**config.mk**
```make
export PLATFORM = sky130hd
export DESIGN_NAME = deb_entrada
export DESIGN_NICKNAME = d
export VERILOG_FILES = /design/src/rtl/deb_pkg.sv /design/src/rtl/sync_ff.sv /design/src/rtl/deb_entrada.sv
export SDC_FILE = /design/constraint.sdc
export NUM_CORES = 1
export LEC_CHECK = 0
export CAP_MARGIN = 15
export CORE_MARGIN = 2
export CORE_UTILIZATION = 45
export CTS_BUF_LIST = sky130_fd_sc_hd__clkbuf_8
export DETAILED_ROUTE_END_ITERATION = 10
export HOLD_SLACK_MARGIN = 0.15
export PLACE_DENSITY = 0.63
export SETUP_SLACK_MARGIN = 0.3
export SLEW_MARGIN = 10
export SYNTH_ARGS = -nofsm -noshare
export SYNTH_HDL_FRONTEND = slang
export SYNTH_SLANG_ARGS = --single-unit
```
**constraint.sdc**
```tcl
create_clock -name clk -period 5.5 [get_ports clk]
set_input_delay 1.1 -clock clk [delete_from_list [all_inputs] [get_ports clk]]
set_output_delay 1.1 -clock clk [all_outputs]
set_load 0.005 [all_outputs]
```
**src/rtl/deb_pkg.sv**
```systemverilog
// Shared types and default constants for the raw-input debounce conditioner.
package deb_pkg;

  typedef enum logic [1:0] {
    LOW    = 2'b00,
    CHK_HI = 2'b01,
    HIGH   = 2'b10,
    CHK_LO = 2'b11
  } deb_state_e;

  localparam int DEF_SYNC_STAGES   = 2;
  localparam int DEF_STABLE_CYCLES = 4;
  localparam int DEF_HOLD_CYCLES   = 16;
  localparam int DEF_CNT_W         = 8;

endpackage

```
**src/rtl/sync_ff.sv**
```systemverilog
// Flop-chain synchronizer for a single asynchronous input bit.
module sync_ff #(
  parameter int STAGES = 2
) (
  input  logic clk,
  input  logic rst_n,
  input  logic d,
  output logic q
);

  logic [STAGES-1:0] chain;

  always_ff @(posedge clk or negedge rst_n) begin
    if (!rst_n) chain <= '0;
    else        chain <= {chain[STAGES-2:0], d};
  end

  assign q = chain[STAGES-1];

endmodule

```
**src/rtl/deb_entrada.sv**
```systemverilog
// Raw button/switch conditioner: synchronizer, stability filter, edge and long-press pulses.
//   state  | meaning
//   LOW    | level 0, waiting for synchronized input to go high
//   CHK_HI | input high, counting stable cycles before asserting level
//   HIGH   | level 1, hold timer running toward long press
//   CHK_LO | input low, counting stable cycles before dropping level
module deb_entrada
  import deb_pkg::*;
#(
  parameter int SYNC_STAGES   = DEF_SYNC_STAGES,
  parameter int STABLE_CYCLES = DEF_STABLE_CYCLES,
  parameter int HOLD_CYCLES   = DEF_HOLD_CYCLES,
  parameter int CNT_W         = DEF_CNT_W
) (
  input  logic clk,
  input  logic clear_n,
  input  logic raw_in,
  output logic level,
  output logic rise,
  output logic fall,
  output logic long_press
);

  localparam logic [CNT_W-1:0] STAB_LAST = CNT_W'(STABLE_CYCLES - 1);
  localparam logic [CNT_W-1:0] HOLD_LAST = CNT_W'(HOLD_CYCLES - 1);
  localparam logic [CNT_W-1:0] ONE       = CNT_W'(1);

  logic s;

  sync_ff #(.STAGES(SYNC_STAGES)) u_sync (
    .clk   (clk),
    .rst_n (clear_n),
    .d     (raw_in),
    .q     (s)
  );

  deb_state_e       state, state_nxt;
  logic [CNT_W-1:0] stab_cnt, stab_nxt;
  logic [CNT_W-1:0] hold_cnt, hold_nxt;
  logic             long_done, done_nxt;
  logic             level_nxt, rise_nxt, fall_nxt, lp_nxt;

  always_ff @(posedge clk or negedge clear_n) begin
    if (!clear_n) begin
      state      <= LOW;
      stab_cnt   <= '0;
      hold_cnt   <= '0;
      long_done  <= 1'b0;
      level      <= 1'b0;
      rise       <= 1'b0;
      fall       <= 1'b0;
      long_press <= 1'b0;
    end else begin
      state      <= state_nxt;
      stab_cnt   <= stab_nxt;
      hold_cnt   <= hold_nxt;
      long_done  <= done_nxt;
      level      <= level_nxt;
      rise       <= rise_nxt;
      fall       <= fall_nxt;
      long_press <= lp_nxt;
    end
  end

  always_comb begin
    state_nxt = state;
    stab_nxt  = stab_cnt;
    hold_nxt  = hold_cnt;
    done_nxt  = long_done;
    level_nxt = level;
    rise_nxt  = 1'b0;
    fall_nxt  = 1'b0;
    lp_nxt    = 1'b0;
    case (state)
      LOW: begin
        level_nxt = 1'b0;
        if (s) begin
          state_nxt = CHK_HI;
          stab_nxt  = ONE;
        end else begin
          stab_nxt  = '0;
        end
      end
      CHK_HI: begin
        if (!s) begin
          state_nxt = LOW;
          stab_nxt  = '0;
        end else if (stab_cnt == STAB_LAST) begin
          state_nxt = HIGH;
          level_nxt = 1'b1;
          rise_nxt  = 1'b1;
          stab_nxt  = '0;
          hold_nxt  = '0;
          done_nxt  = 1'b0;
        end else begin
          stab_nxt  = stab_cnt + ONE;
        end
      end
      HIGH: begin
        level_nxt = 1'b1;
        // Hold timer saturates at its terminal count; long_done makes the pulse one-shot.
        if (hold_cnt == HOLD_LAST) begin
          if (!long_done) begin
            lp_nxt   = 1'b1;
            done_nxt = 1'b1;
          end
        end else begin
          hold_nxt = hold_cnt + ONE;
        end
        if (!s) begin
          state_nxt = CHK_LO;
          stab_nxt  = ONE;
        end
      end
      CHK_LO: begin
        if (s) begin
          state_nxt = HIGH;
          stab_nxt  = '0;
        end else if (stab_cnt == STAB_LAST) begin
          state_nxt = LOW;
          level_nxt = 1'b0;
          fall_nxt  = 1'b1;
          stab_nxt  = '0;
        end else begin
          stab_nxt  = stab_cnt + ONE;
        end
      end
      default: begin
        state_nxt = LOW;
        level_nxt = 1'b0;
        stab_nxt  = '0;
      end
    endcase
  end

endmodule

```
* Word-level counts from Yosys, hierarchy flattened
Index checks and enable logic that the tools add are counted.
** Storage, ports and cells
- Register bits :: 25
- Input bits :: 3
- Logic and storage cells :: 65
** Operators by class
- $add $sub $neg :: 2
- Eq/ne operators :: 15
- Multiplexer cells :: 33
- Reductions and logical operators :: 6
** Operators with widths (number)
- 2-to-1 mux 8 bit :: 7
- case mux 8 bit (4 select lines) :: 1
- adder 8 x 1 -> 8 bit, second input constant :: 2
- case mux 8 bit (2 select lines) :: 1
- AND reduction 4 bit :: 4
- 2-to-1 mux 1 bit :: 15
- 2-to-1 mux 2 bit :: 6
- inequality test 2 bit, second input constant :: 6
- equality test 8 x 2 -> 1 bit, second input constant :: 1
- equality test 8 x 4 -> 1 bit, second input constant :: 1
- case mux 2 bit (4 select lines) :: 1
- equality test 2 bit, second input constant :: 2
- inequality test 2 x 1 -> 1 bit, second input constant :: 2
- case mux 1 bit (4 select lines) :: 1
- inequality test 3 x 2 -> 1 bit, second input constant :: 1
- inequality test 3 bit, second input constant :: 1
- equality test 2 x 1 -> 1 bit, second input constant :: 1
- zero test 2 bit :: 1
- case mux 1 bit (2 select lines) :: 1
- nonzero test 2 bit :: 1

* Depth between registers and ports, before layout
- Depth in word-level cells :: 4
- Depth in mapped cells :: 7

* Hierarchy
A second synthesis with hierarchy kept.
** Second synthesis, totals
- Cell total of the unflattened synthesis :: 155
- Area, all modules :: 1462.7 um2
** Modules (own cells, without submodules)
- deb_entrada :: instances 1, cells each 153, area each 1412.6 um2, sequential area each 575.6 um2
- sync_ff :: instances 1, cells each 2, area each 50.0 um2, sequential area each 50.0 um2

* Least setup slack after synthesis
Ideal clock, no wire load.
- Path kind :: register -> register
- Start point :: register stab_cnt[0]
- End point :: register hold_cnt[1]
- Setup time :: 0.122 ns
- Arrival :: 1.759 ns
- Required time :: 5.378 ns
- Setup slack :: 3.620 ns
- Stages on the path, launching flop included :: 6
- Cell sequence :: dfrtp_1 > ha_1 > or4b_4 > o31a_1 > a21o_1 > a32o_1
** Between the ends
- Word-level cells in the longest chain between the ends :: 3
** RTL lines
- from (decl) :: line deb_entrada.sv:38 : logic [CNT_W-1:0] stab_cnt, stab_nxt;
- from (signal assigned) :: line deb_entrada.sv:55 : stab_cnt <= stab_nxt;
- equality test 8 x 2 -> 1 bit :: line deb_entrada.sv:88 : end else if (stab_cnt == STAB_LAST) begin
- inequality test 2 bit (no source line)
- AND reduction 4 bit (no source line)
- to (signal assigned) :: line deb_entrada.sv:56 : hold_cnt <= hold_nxt;
- to (decl) :: line deb_entrada.sv:39 : logic [CNT_W-1:0] hold_cnt, hold_nxt;
No other way between the ends.
A chain may end at the register's enable or synchronous reset.

* Worst setup path after layout
- Start point :: register level
- End point :: output level
** RTL lines
- from (decl) :: line deb_entrada.sv:18 : output logic level,
- from (signal assigned) :: line deb_entrada.sv:58 : level <= level_nxt;
No word-level cell between the ends.

==> results.yml <==
status:
  status: "finished, final reports clean"
synth:
  syn_avg_cell_area_sq_um: 9.05
  synth_top_area_share: 0.424
  ys_types: 42
  syn_inst: 163
  synth-compound-area-share: 0.179
  synth-main-ff-cell: "dfrtp_1"
  synthArstFlopShare: 1.00
  yosys_warnings: 0
  synth_adder_area_share: 0.0594
  synth-xor-area-share: 0
  yosys-top-cells-area: "dfrtp_1 42%, ha_1 5.9%, nand2_1 4.1%, nand3_1 3.7%, inv_1 3.6%"
  synth_seq_area_share: 0.424
  synthSimpleGateAreaFrac: 0.253
  ys_ff_latch: 25
  synth_edf_count: 0
  synth_fp_nets: 173
  synth_top_area_cell: "dfrtp_1"
  synth_mux_area_frac: 0.0356
  syn-cell-area_sq_um: 1480
  synth_top_family_by_area: "simple AND/OR/NAND/NOR gates"
timing:
  fin_skew_ns: 0.00456
  max_slew_margin: 0.564
  maxSlewViolCount: 0
  worstMarginPinSlew_ns: 0.651
  finalSetupTns_ns: 0
  max_freq_ghz: 0.441
  fin_crit_sh: 0.412
  rsz0062_at_grt: "no"
  hold_viol: 0
  finalSetupViolations: 0
  fin_crit_ns: 2.27
min_path:
  hold_path.class: "reg2reg"
floorplanning:
  fp.dieW_microns: 61.3
  ios: 7
  initial_core_util: 0.479
  coreArea_sq_um: 3080
  die_h_microns: 61.3
  dieArea_sq_um: 3750
  row_count: 20
worst_setup_path:
  critPathKind: "reg2out"
  crit_required_ns: 4.40
  slowest_delay_ns: 0.52
  end_kind: "output port"
  slowest_stage: "clkdlybuf4s50_1"
  start_kind: "flip-flop"
  crit_family: "buffers and inverters"
  crit_arrival_ns: 1.17
  crit_chain: "clkdlybuf4s50_1"
  critPathBufInv: 1
  worstPathMaxFanout: 3
routing:
  ant_nets: 0
  route.met3.wl_microns: 115
  vias: 1262
  met1_length_microns: 1500
  wire_per_inst_microns: 14.7
  drt-initial-drc-count: 83
  drc_errors: 0
  firstDrtPassIters: 4
  routed-wl-met2_microns: 1460
  vias_per_cell: 5.95
  routed.top_layer: "met4"
  drt_wl_total_microns: 3120
placement:
  dp.final_hpwl_microns: 2190
  dp_cells: 208
  portBuffers: 6
  gp_congestion: 0.843
  place_area_sq_um: 1570
finish:
  finalInstanceArea_sq_um: 1610
  n_fill_cell: 284
  final_common_cell: "dfrtp_1"
  drive_gt1_frac: 0.0833
  n_antenna_cell: 0
  areaGrowthSynthToFinish_pct: 9.41
  instances_no_fill: 212
  mostFrequentLayoutCells: "25 x dfrtp_1, 16 x nand2_1, 14 x inv_1"
  final_nets: 179
grt:
  grt_max_degree: 26
  gr-usage-all-layers: 0.195
  grt_pass1_wl_microns: 5430
  antenna_found_initial: 0
  overflow: 0
  grt_pass1_vias: 1231
cts:
  clk_latency_ns: 0.27
  cts_setup_buffers: 0
  cts.repair.resized: 0
  root_buffer: "clkbuf_8"
  cts_buffers: 3
  hold_buffers: 0
  clock-sinks: 25
  htreeDepth: 1
  cts.reportedPaths.clkPinSlew_ns: 0.09
  cts_buffer_depth: 2
  cts_tree: "yes"
pwr:
  fin_total_pwr_mw: 0.618
  powerDensity_nw_per_um2: 383
  ir_drop_mv: 0.209
  leakage_nw: 0.694
job:
  cap_violations: 0
==> layer usage <==
layer | global-route usage | vias to the layer above
met3 | 0.0273 | 4
met5 | 0 | -
met4 | 0.102 | 0
li1 | - | 608
met2 | 0.298 | 29
met1 | 0.269 | 621
==> cell usage after synthesis (all sizes together), types with 3 or more instances <==
cell,instances
a21oi,7
clkbuf,3
dfrtp,25
and3,5
inv,14
a21o,4
nand3,11
nor4,4
ha,7
nand4,3
or4b,3
mux2i,3
or3,3
nor3,5
a31oi,9
nand2,16
o21ai,3
nor2,13
o22ai,4
==> metrics by stage <==
step           hold WS (ns)   util  setup slack (ns)
3_3_place_gp          0.346  0.510              3.06
6_report              0.369  0.524              3.23
2_1_floorplan         0.331      -              3.62
3_5_place_dp          0.342  0.510              2.98
4_1_cts               0.373  0.526              3.22
5_1_grt               0.386  0.524              3.19
==> sequential cells by signal, summed over array words and instances, names as in the netlist, named ones only <==
name	cells
fall	1
hold_cnt	8
level	1
long_done	1
long_press	1
rise	1
stab_cnt	8
state	1
u_sync.chain	2
==> cell type report <==
type | instances | area, sq um | share of cell area
multi-input combinational | 119 | 777 | 0.481
sequential | 25 | 626 | 0.388
timing repair buffer | 6 | 55.1 | 0.0341
tap | 44 | 55.1 | 0.0341
inverter | 14 | 52.6 | 0.0326
clock buffer | 3 | 41.3 | 0.0256
clock inverter | 1 | 7.51 | 0.00465
==> path summary, 6_finish.rpt <==
path,start,end,slack (ns),cells past startpoint
max in group asynchronous,clear_n,fall,4.33,1
min,u_sync.chain[0],u_sync.chain[1],0.37,0
max,level,level,3.23,1
max reg2reg,state[0],stab_cnt[7],3.32,6
min reg2reg,u_sync.chain[0],u_sync.chain[1],0.37,0
min in group asynchronous,clear_n,long_press,0.80,1
==> where the power goes <==
group | internal, mW | switching (mW)
clock network | 0.0514 | 0.0605
registers | 0.214 | 0.0389
logic | 0.103 | 0.150
==> cell families (layout without fill, tap and decap cells) <==
family	count (synthesis)	after routing
and+or+nand+nor	69	69
AOI/OAI and AO/OA	38	38
DFF	25	25
buffers and inverters	19	24
adders and majority gates	7	7
muxes	5	5
Power figures use the tool's default switching activity.
